## config.mk

```make
export PLATFORM = sky130hd
export DESIGN_NAME = flr_req_initiator
export DESIGN_NICKNAME = d
export VERILOG_FILES = /design/src/rtl/flr_req_initiator.sv
export SDC_FILE = /design/constraint.sdc
export NUM_CORES = 1
export LEC_CHECK = 0
export CAP_MARGIN = 0
export CORE_UTILIZATION = 48
export CTS_BUF_LIST = sky130_fd_sc_hd__clkbuf_8 sky130_fd_sc_hd__clkbuf_16
export CTS_CLUSTER_DIAMETER = 40
export DETAILED_ROUTE_END_ITERATION = 6
export GPL_ROUTABILITY_DRIVEN = 0
export HOLD_SLACK_MARGIN = 0.06
export PLACE_DENSITY = 0.89
export SLEW_MARGIN = 5
export SYNTH_ARGS = -nofsm -noshare
export SYNTH_HDL_FRONTEND = slang
export SYNTH_SLANG_ARGS = --single-unit
```

## constraint.sdc

```tcl
create_clock -name clk -period 2.8 [get_ports clk]
set_input_delay 0.28 -clock clk [delete_from_list [all_inputs] [get_ports clk]]
set_output_delay 0.28 -clock clk [all_outputs]
set_load 0.03 [all_outputs]
```

## src/rtl/flr_req_initiator.sv

```systemverilog
// FLR request initiator: issues flr_req beats, tracks outstanding FLRs and reports OK/TIMEOUT/DUPLICATE.
// Define FLR_INIT_STATS_EN to build the saturating stat_issued/stat_ok/stat_timeout counters.
module flr_req_initiator #(
    parameter  int NUM_PF          = 1,
    parameter  int MAX_NUM_VF      = 1,
    parameter  int MAX_OUTSTANDING = 4,
    parameter  int TIMEOUT_CYCLES  = 65535,
    localparam int PF_W  = (NUM_PF > 1) ? $clog2(NUM_PF) : 1,
    localparam int VF_W  = (MAX_NUM_VF > 1) ? $clog2(MAX_NUM_VF) : 1,
    localparam int TMR_W = $clog2(TIMEOUT_CYCLES + 1),
    localparam int OUT_W = $clog2(MAX_OUTSTANDING + 1)
) (
    input  logic             clk,
    input  logic             reset,
    input  logic             cmd_valid,
    output logic             cmd_ready,
    input  logic [PF_W-1:0]  cmd_pf,
    input  logic [VF_W-1:0]  cmd_vf,
    input  logic             cmd_vf_active,
    output logic             flr_req_tvalid,
    output logic [PF_W-1:0]  flr_req_pf,
    output logic [VF_W-1:0]  flr_req_vf,
    output logic             flr_req_vf_active,
    input  logic             flr_rsp_tvalid,
    input  logic [PF_W-1:0]  flr_rsp_pf,
    input  logic [VF_W-1:0]  flr_rsp_vf,
    input  logic             flr_rsp_vf_active,
    output logic             done_valid,
    output logic [PF_W-1:0]  done_pf,
    output logic [VF_W-1:0]  done_vf,
    output logic             done_vf_active,
    output logic [1:0]       done_status,
    output logic [OUT_W-1:0] outstanding,
    output logic             err_unexp_rsp,
    input  logic             err_clear,
    output logic [31:0]      stat_issued,
    output logic [31:0]      stat_ok,
    output logic [31:0]      stat_timeout
);

    localparam int IDX_W = (MAX_OUTSTANDING > 1) ? $clog2(MAX_OUTSTANDING) : 1;

    localparam logic [1:0] ST_IDLE    = 2'd0;
    localparam logic [1:0] ST_PENDING = 2'd1;
    localparam logic [1:0] ST_EXPIRED = 2'd2;

    localparam logic [1:0] DS_OK  = 2'b00;
    localparam logic [1:0] DS_TO  = 2'b01;
    localparam logic [1:0] DS_DUP = 2'b10;

    localparam logic [TMR_W-1:0] TMR_LAST = TMR_W'(TIMEOUT_CYCLES - 1);

    logic [1:0]       state_q [MAX_OUTSTANDING];
    logic [1:0]       state_d [MAX_OUTSTANDING];
    logic [TMR_W-1:0] timer_q [MAX_OUTSTANDING];
    logic [TMR_W-1:0] timer_d [MAX_OUTSTANDING];
    logic [PF_W-1:0]  pf_q    [MAX_OUTSTANDING];
    logic [PF_W-1:0]  pf_d    [MAX_OUTSTANDING];
    logic [VF_W-1:0]  vf_q    [MAX_OUTSTANDING];
    logic [VF_W-1:0]  vf_d    [MAX_OUTSTANDING];
    logic             vfa_q   [MAX_OUTSTANDING];
    logic             vfa_d   [MAX_OUTSTANDING];

    logic             req_valid_q, req_vfa_q;
    logic [PF_W-1:0]  req_pf_q;
    logic [VF_W-1:0]  req_vf_q;

    logic             done_valid_q, done_valid_d;
    logic [PF_W-1:0]  done_pf_q, done_pf_d;
    logic [VF_W-1:0]  done_vf_q, done_vf_d;
    logic             done_vfa_q, done_vfa_d;
    logic [1:0]       done_status_q, done_status_d;

    logic [OUT_W-1:0] out_q, out_d;
    logic             err_q, err_d;

    logic [VF_W-1:0]  cmd_vf_n, rsp_vf_n;
    logic             any_idle, exp_any, cmd_hit, rsp_hit;
    logic [IDX_W-1:0] alloc_idx, exp_idx, rsp_idx;
    logic             accept, do_alloc, do_dup, rsp_ok, rsp_unexp, to_grant;

    function automatic logic key_eq(
        input logic [PF_W-1:0] pa, input logic va, input logic [VF_W-1:0] fa,
        input logic [PF_W-1:0] pb, input logic vb, input logic [VF_W-1:0] fb
    );
        return (pa == pb) && (va == vb) && (fa == fb);
    endfunction

    // PF keys carry vf=0 so a plain equality compare on {pf, vf_active, vf} suffices.
    assign cmd_vf_n = cmd_vf_active ? cmd_vf : '0;
    assign rsp_vf_n = flr_rsp_vf_active ? flr_rsp_vf : '0;

    always_comb begin
        any_idle  = 1'b0;
        alloc_idx = '0;
        exp_any   = 1'b0;
        exp_idx   = '0;
        cmd_hit   = 1'b0;
        rsp_hit   = 1'b0;
        rsp_idx   = '0;
        // Descending scan so the lowest matching index is the one left standing.
        for (int i = MAX_OUTSTANDING - 1; i >= 0; i--) begin
            if (state_q[i] == ST_IDLE) begin
                any_idle  = 1'b1;
                alloc_idx = IDX_W'(i);
            end
            if (state_q[i] == ST_EXPIRED) begin
                exp_any = 1'b1;
                exp_idx = IDX_W'(i);
            end
            if (state_q[i] != ST_IDLE &&
                key_eq(pf_q[i], vfa_q[i], vf_q[i], cmd_pf, cmd_vf_active, cmd_vf_n))
                cmd_hit = 1'b1;
            if (state_q[i] == ST_PENDING &&
                key_eq(pf_q[i], vfa_q[i], vf_q[i], flr_rsp_pf, flr_rsp_vf_active, rsp_vf_n)) begin
                rsp_hit = 1'b1;
                rsp_idx = IDX_W'(i);
            end
        end
    end

    assign cmd_ready = any_idle && !flr_rsp_tvalid && !reset;
    assign accept    = cmd_valid && cmd_ready;
    assign do_alloc  = accept && !cmd_hit;
    assign do_dup    = accept && cmd_hit;
    assign rsp_ok    = flr_rsp_tvalid && rsp_hit;
    assign rsp_unexp = flr_rsp_tvalid && !rsp_hit;
    assign to_grant  = exp_any && !rsp_ok && !do_dup;

    always_comb begin
        for (int i = 0; i < MAX_OUTSTANDING; i++) begin
            state_d[i] = state_q[i];
            timer_d[i] = timer_q[i];
            pf_d[i]    = pf_q[i];
            vf_d[i]    = vf_q[i];
            vfa_d[i]   = vfa_q[i];
            case (state_q[i])
                ST_IDLE: begin
                    if (do_alloc && alloc_idx == IDX_W'(i)) begin
                        state_d[i] = ST_PENDING;
                        timer_d[i] = '0;
                        pf_d[i]    = cmd_pf;
                        vf_d[i]    = cmd_vf_n;
                        vfa_d[i]   = cmd_vf_active;
                    end
                end
                ST_PENDING: begin
                    // A response on the expiry cycle wins over the timeout.
                    if (rsp_ok && rsp_idx == IDX_W'(i))
                        state_d[i] = ST_IDLE;
                    else if (timer_q[i] == TMR_LAST)
                        state_d[i] = ST_EXPIRED;
                    else
                        timer_d[i] = timer_q[i] + TMR_W'(1);
                end
                ST_EXPIRED: begin
                    if (to_grant && exp_idx == IDX_W'(i))
                        state_d[i] = ST_IDLE;
                end
                default: state_d[i] = ST_IDLE;
            endcase
        end
    end

    always_comb begin
        out_d = '0;
        for (int i = 0; i < MAX_OUTSTANDING; i++)
            if (state_d[i] != ST_IDLE) out_d = out_d + OUT_W'(1);
    end

    always_comb begin
        done_valid_d  = rsp_ok || do_dup || to_grant;
        done_pf_d     = '0;
        done_vf_d     = '0;
        done_vfa_d    = 1'b0;
        done_status_d = DS_OK;
        if (rsp_ok) begin
            done_pf_d  = flr_rsp_pf;
            done_vf_d  = rsp_vf_n;
            done_vfa_d = flr_rsp_vf_active;
        end else if (do_dup) begin
            done_pf_d     = cmd_pf;
            done_vf_d     = cmd_vf_n;
            done_vfa_d    = cmd_vf_active;
            done_status_d = DS_DUP;
        end else if (to_grant) begin
            done_pf_d     = pf_q[exp_idx];
            done_vf_d     = vf_q[exp_idx];
            done_vfa_d    = vfa_q[exp_idx];
            done_status_d = DS_TO;
        end
    end

    // A new unmatched response outranks a simultaneous clear.
    assign err_d = (err_q && !err_clear) || rsp_unexp;

    always_ff @(posedge clk or posedge reset) begin
        if (reset) begin
            for (int i = 0; i < MAX_OUTSTANDING; i++) begin
                state_q[i] <= ST_IDLE;
                timer_q[i] <= '0;
                pf_q[i]    <= '0;
                vf_q[i]    <= '0;
                vfa_q[i]   <= 1'b0;
            end
            req_valid_q   <= 1'b0;
            req_pf_q      <= '0;
            req_vf_q      <= '0;
            req_vfa_q     <= 1'b0;
            done_valid_q  <= 1'b0;
            done_pf_q     <= '0;
            done_vf_q     <= '0;
            done_vfa_q    <= 1'b0;
            done_status_q <= DS_OK;
            out_q         <= '0;
            err_q         <= 1'b0;
        end else begin
            for (int i = 0; i < MAX_OUTSTANDING; i++) begin
                state_q[i] <= state_d[i];
                timer_q[i] <= timer_d[i];
                pf_q[i]    <= pf_d[i];
                vf_q[i]    <= vf_d[i];
                vfa_q[i]   <= vfa_d[i];
            end
            req_valid_q <= do_alloc;
            if (do_alloc) begin
                req_pf_q  <= cmd_pf;
                req_vf_q  <= cmd_vf_n;
                req_vfa_q <= cmd_vf_active;
            end
            done_valid_q  <= done_valid_d;
            done_pf_q     <= done_pf_d;
            done_vf_q     <= done_vf_d;
            done_vfa_q    <= done_vfa_d;
            done_status_q <= done_status_d;
            out_q         <= out_d;
            err_q         <= err_d;
        end
    end

    assign flr_req_tvalid    = req_valid_q;
    assign flr_req_pf        = req_pf_q;
    assign flr_req_vf        = req_vf_q;
    assign flr_req_vf_active = req_vfa_q;
    assign done_valid        = done_valid_q;
    assign done_pf           = done_pf_q;
    assign done_vf           = done_vf_q;
    assign done_vf_active    = done_vfa_q;
    assign done_status       = done_status_q;
    assign outstanding       = out_q;
    assign err_unexp_rsp     = err_q;

`ifdef FLR_INIT_STATS_EN
    logic [31:0] stat_issued_q, stat_ok_q, stat_timeout_q;

    // Counted on the same events that load the req/done registers, so stats track the beats.
    always_ff @(posedge clk or posedge reset) begin
        if (reset) begin
            stat_issued_q  <= '0;
            stat_ok_q      <= '0;
            stat_timeout_q <= '0;
        end else begin
            if (do_alloc && stat_issued_q != 32'hFFFF_FFFF)
                stat_issued_q <= stat_issued_q + 32'd1;
            if (rsp_ok && stat_ok_q != 32'hFFFF_FFFF)
                stat_ok_q <= stat_ok_q + 32'd1;
            if (to_grant && stat_timeout_q != 32'hFFFF_FFFF)
                stat_timeout_q <= stat_timeout_q + 32'd1;
        end
    end

    assign stat_issued  = stat_issued_q;
    assign stat_ok      = stat_ok_q;
    assign stat_timeout = stat_timeout_q;
`else
    assign stat_issued  = '0;
    assign stat_ok      = '0;
    assign stat_timeout = '0;
`endif

endmodule

```

# Word level (Yosys, flattened, before mapping)
# Index checks and enable logic that the tools add are counted.
[word_totals]
regBits = 98
latch_bits = 0
ramBits = 0
rom_bits = 0
inputBits = 11
wordCells = 271
memories = 0
[classes]
add_sub_neg = 7
multipliers = 0
div = 0
magnitude_cmp = 1
n_eq_ne = 57
shifts = 0
mux = 91
n_bitwise = 1
n_reduce_logical = 83
[ops]
columns = ["operator", "n"]
rows = [
  ["$mux W16", 12],
  ["$pmux W16 S2", 4],
  ["$add A16 B1 Y16 const B", 4],
  ["$eq A16 B16 Y1 const B", 4],
  ["$mux W2", 30],
  ["$logic_and A1 B1 Y1", 46],
  ["$mux W1", 35],
  ["$eq A1 B1 Y1", 24],
  ["$pmux W2 S3", 4],
  ["$reduce_bool A2 Y1", 12],
  ["$eq A2 B2 Y1 const B", 10],
  ["$ne A2 B2 Y1 const B", 8],
  ["$reduce_and A4 Y1", 4],
  ["$eq A2 B1 Y1 const B", 7],
  ["$logic_not A2 Y1", 7],
  ["$add A3 B1 Y3 const B", 3],
  ["$mux W3", 3],
  ["$ne A2 B1 Y1 const B", 4],
  ["$reduce_and A2 Y1", 4],
  ["$logic_not A1 Y1", 7],
  ["$bmux W1 S2", 3],
  ["$ge A3 B3 Y1 const B", 1],
  ["$logic_or A1 B1 Y1", 3],
  ["$not A2 Y3", 1],
]

# Logic depth before layout (Yosys ltp)
# Gate-level depths: netlist (run 1).
[logic_depth]
depth_word = 23
depth_mapped = 16

# Least setup slack after synthesis (run 1)
# Ideal clock, no wire load.
[synth_timing]
kind = "input port to flip-flop"
startpoint = "input port cmd_vf"
endpoint = "register out_q[1], in the netlist outstanding[1]"
arrival_time_ps = 2893
path_slack_ps = -223
stages = 14
path_cell_list = "and2_1 buf_6 xor2_1 o22ai_1 nor4_1 or2_2 clkbuf_1 or2_2 ha_1 nand4_1 nand2_1 ha_1 a31oi_1 a31oi_1"
[synth_rtl]
columns = ["element", "line", "text"]
rows = [
  ["start: declaration", "18", "input logic [VF_W-1:0] cmd_vf,"],
  ["end signal: assignment", "236", "out_q <= out_d;"],
  ["end: declaration", "74", "logic [OUT_W-1:0] out_q, out_d;"],
]

# Worst setup path in the final report (run 1)
[layout_timing]
startpoint = "register vf_q[0] (netlist bit)"
endpoint = "register out_q[1], in the netlist outstanding[1]"
[layout_between]
elab_chain_cells = 22
word_cells_on_any_way = 69
cone_classes = "3 x add/sub; 5 x eq/ne; 32 x mux; 29 x reduce/logical"
[layout_rtl]
columns = ["element", "line", "text"]
rows = [
  ["start: declaration", "59", "logic [VF_W-1:0] vf_q [MAX_OUTSTANDING];"],
  ["start signal: indexed assignment", "222", "vf_q[i] <= vf_d[i];"],
  ["$eq A1 B1 Y1", "86", "return (pa == pb) && (va == vb) && (fa == fb);"],
  ["$logic_and A1 B1 Y1", "86", ""],
  ["$logic_and A1 B1 Y1", "114", "if (state_q[i] == ST_PENDING &&"],
  ["$mux W1 (4 in a row)", "114", ""],
  ["$logic_and A1 B1 Y1", "126", "assign rsp_ok = flr_rsp_tvalid && rsp_hit;"],
  ["$logic_not A1 Y1", "128", "assign to_grant = exp_any && !rsp_ok && !do_dup;"],
  ["$logic_and A1 B1 Y1 (2 in a row)", "128", ""],
  ["$logic_and A1 B1 Y1", "157", "if (to_grant && exp_idx == IDX_W'(i))"],
  ["[3 not listed]", "-", ""],
  ["$mux W1", "168", "if (state_d[i] != ST_IDLE) out_d = out_d + OUT_W'(1);"],
  ["$add A3 B1 Y3", "168", ""],
  ["$mux W3", "168", ""],
  ["$add A3 B1 Y3", "168", ""],
  ["$mux W3", "168", ""],
  ["$add A3 B1 Y3", "168", ""],
  ["$mux W3 *", "168", ""],
  ["net out_d[1]", "74", ""],
]
# Mark *: on every way through the listed nets, which the timed path passes. The rest lies on a longest branch.
# A chain may end at the register's enable or synchronous reset.

==> results.txt, run 1 <==
- Top-area cell type share of the netlist area: about 40%
- In this run the vertical extent of the chip is 116 um.
* Flop2flop setup slack: -0.1 ns
* Setup skew after layout: slightly above 0.009 ns
* Filler instances: approximately 1,000
- The worst pin sits at a relative slew slack of 57.6%.
- Setup violations remaining at the end of the flow were counted as 1.
* I/O pins: 122
- For the worst-skew pair, the clock arrives at the later sink with an insertion delay of 0.35 ns.
- In the final layout, the share of cells above drive strength 1 is approximately 22%.
* Most common cell in the synthesized netlist: dfrtp_1
- Dominant synthesized flop cell: dfrtp_1
* Maxcap violations: 0
- Global-route wire length before repair: approximately 24,000 um
* Top cells by area, synth: dfrtp_1, buf_4, nand2_1, o31ai_1, a21oi_1
- IR drop worst, VDD: 0.000564 V
- Sequential elements use approximately 39% of the synthesized area.
* Vias post-DR: ~5,500
- After floorplanning, the core was divided into just over 40 placement rows.
- Measured on the finished design, the core utilization comes to 59.4%.
- Post-synthesis area per instance: about 9 um2
- Static timing analysis puts the maximum clock frequency at around 350 MHz.
* Hold buffers post-CTS: 0
- Worst R2R End: outstanding[1]
* Start of the worst register-to-register path: vf_q[0]
* Net switching power figure: approximately 2500 uW
- Cell count after placement: about 950
- Distinct cell type count after synthesis: 57
- The number of max-slew violations in the final report is 0.
- Largest net degree at the start of global routing: 44
- The number of clock buffers added by TritonCTS is 9.
* Total die area: approximately 14,000 um2
- Top routing layer used: met4
- Share of power burned in combinational logic: a little under half
* Share of total power consumed by net switching: approximately 40%
- Initial antenna violation count: 0
- After global routing the overflow that remains totals 0.
- By count the netlist is led by dfrtp_1, buf_4, nand2_1.
- Port Buf Inserts: 25
- The core region is 12,700 um2.
- Number of synthesized register bits: 98
* Sink count of the clock tree: between 90 and 100
* Met2 wirelength from detailed routing: 7560 um
- Die Wd: between 100 and 150 um
- HPWL after detailed placement: between 10,000 and 15,000 um
- Pin slew with the least headroom to its limit: 0.634 ns
* Worst path arrival time: between 3 and 4 ns
- Area taken by flip-flops and latches: between 2000 and 2500 um2
- Root Driver: clkbuf_16
* Length of routed wiring on met1: a little under 6000 um
- Hold Vio Cnt, Final: 0
* Worst min-delay path class: in -> reg
- Summed over all nets, wire length on met3 after detailed routing comes to around 970 um.
* Vias in the first global route: 5,029
* Worst hold path endpoint: pf_q[1]
* Clock power frac: 19.9%
- Data on the critical path is required at its endpoint by around 3.0 ns.
- Leakage power: approximately 0.0034 uW
* Violations in the final reports: negative setup slack
- In this run the number of H-tree levels came out at 3.
* Global router's overall resource usage: a little under a quarter
* Final cell count without fillers: 970
* Post-placement setup slack: -0.602 ns
* Nets: 815
- Number of enable-type register cells in the synthesized netlist: 0
- Post-Synthesis Cell Area: 6260 um2
* Routed Wire Length: ~15,000 um
- CTS tree: yes
- 0 antenna diodes ended up in the layout.
- After layout, the design draws a total of about 6400 uW.
- Number of cell instances on the worst register-to-register path: 13
* Drt via density: between 5 and 6
- Relative to the synthesized area, the layout overhead comes to 20.2%.
- After detailed routing, the number of remaining DRC violations is 0.
* Depth of the worst hold-timing path: 4
* Finished layout cell area: between 7000 and 8000 um2
- Summing all multi-input logic gate instances after layout gives about 3400 um2.
- In this run the deepest clock path goes through 2 buffers.
- In this run the most critical hold path is launched from cmd_pf.
- Unrepaired setup endpoints after global routing: true
* Cell area after placement: between 6000 and 7000 um2
- Summed over all instances, the cell type with the most area after synthesis is dfrtp_1.
* Endpoint class of the critical path: flop
- Min Clock Period, post-route: around 2.9 ns
- The critical path is of the reg -> reg type.
* Crit start category: flop
- For this block, the initial DRC count from the detailed router was around 470.
- Dividing the detail-routed wire length by the instance count gives between 15 and 20 um.
- The initial utilization of the core area, before any placement, comes to 49.4%.
* Ratio of total power to cell area: 844 nW/um2
- The share of total power dissipated in sequential elements is about a third.
* Router iterations before antenna repair: 5
- The run finished, with violations left.
* Final clock period utilization by the worst path: 103%
* Number of nets still failing antenna checks after routing: 0
- Yosys printed 0 warnings.
* Clock-pin slew of the registers on the worst-case setup and hold paths: ~0.07 ns
* Worst-path maximum fanout: 6
* Internal power consumption: approximately 3800 uW
* Final worst-path setup slack: -0.0961 ns
* Synthesized instance count: between 600 and 700
* Fraction of synthesis flops using an asynchronous set or reset pin: 100%
## what timing repair did
| action | CTS | global route |
|---|---|---|
| buffers inserted | 1 | 7 |
| setup endpoints to repair | 25 | 27 |
| cloned | 0 | 0 |
| pin swaps | 8 | 20 |
| endpoints found under the hold margin | 0 | 0 |
| resized for setup | 12 | 43 |
## final cells by class
class	instances	area share, %
Multi-Input combinational cell	539	45.7
Sequential cell	98	32.7
Clock inverter	5	0.698
Timing Repair Buffer	117	13.3
Inverter	28	1.45
Tap cell	172	2.86
Clock buffer	11	3.36
## power groups by stage
| stage | Clock (uW) | Sequential (uW) | Combinational, uW |
|---|---|---|---|
| after floorplan | 0 | 2190 | 1590 |
| after global placement | 0 | 2150 | 2430 |
| after detailed placement | 0 | 2160 | 2540 |
| after CTS | 1280 | 2150 | 2610 |
| after global routing | 1350 | 2230 | 3130 |
| final | 1270 | 2190 | 2900 |
## flip-flops by register name, indices dropped and copies added, names as in the netlist, 2 cells and up
| name | flops |
|---|---|
| done_status | 2 |
| outstanding | 3 |
| pf_q | 4 |
| state_q | 8 |
| timer_q | 64 |
| vf_q | 4 |
| vfa_q | 4 |
## stage by stage
stage | setup TNS (ns) | hold WS [ns]
floorplan | -0.0381 | 0.386
global placement | -11.43 | 0.469
detailed placement | -16.51 | 0.462
CTS | -0.0784 | 0.469
global route | -0.377 | 0.393
finish | -0.0961 | 0.371
## routing by layer
layer	vias up	track usage [%]
li1	2476	-
met1	2599	27.8
met2	308	37.0
met3	71	4.88
met4	0	12.1
met5	-	0
## worst max-delay path, stage by stage, from the launching register on
cell and delay [ns]:
dfrtp_2 0.46, xnor2_1 0.16, a31oi_1 0.25, o22ai_1 0.15, o31a_1 0.30, nor2_4 0.13
a21o_1 0.22, and2_4 0.19, ha_4 0.11, o21bai_1 0.14, nand2_1 0.09, ha_1 0.28
a31oi_1 0.18, a31oi_1 0.08
## cells by family after synthesis
family                   after synthesis  synth area share, %
AND/OR/NAND/NOR                      249                 21.6
buffers and inverters                152                 15.4
AO/OA/AOI/OAI                        138                 14.0
flip-flops                            98                 39.2
XOR/XNOR                              31                 4.58
multiplexers                          14                 3.02
adder cells (fa/ha/maj)               11                 2.20
other                                  1               0.0599
## placed cells by master (no fill, tap or decap), types with 6 or more instances in the layout
| cell type | instances |
|---|---|
| a21oi_1 | 43 |
| and2_1 | 7 |
| and3_1 | 9 |
| buf_4 | 86 |
| clkbuf_16 | 9 |
| clkdlybuf4s50_1 | 20 |
| conb_1 | 96 |
| dfrtp_1 | 93 |
| ha_1 | 9 |
| inv_1 | 27 |
| mux2_2 | 9 |
| nand2_1 | 64 |
| nand2b_1 | 13 |
| nand3_1 | 27 |
| nand4_1 | 16 |
| nor2_1 | 27 |
| nor3_1 | 6 |
| o21ai_0 | 25 |
| o31ai_1 | 30 |
| or3_1 | 18 |
| or4_1 | 24 |
| xnor2_1 | 13 |
| xor2_1 | 14 |
## worst max path at each step
stage / slack (ns) / start / to
6_report: -0.1 / vf_q[0] / outstanding[1]
5_1_grt: -0.21 / flr_rsp_vf_active / outstanding[1]
4_1_cts: -0.03 / vf_q[0] / outstanding[1]
3_5_place_dp: -0.60 / flr_rsp_vf_active / outstanding[1]
3_3_place_gp: -0.49 / flr_rsp_vf_active / outstanding[1]
2_1_floorplan: -0.04 / cmd_pf / outstanding[1]
No activity file was read; power rests on OpenSTA's default activity.
==> run 2, diff against run 1 <==
CAP_MARGIN = 20   (was 0)
==> results of run 2 <==
Final layout, timing and power as in run 1 (identical DEF).
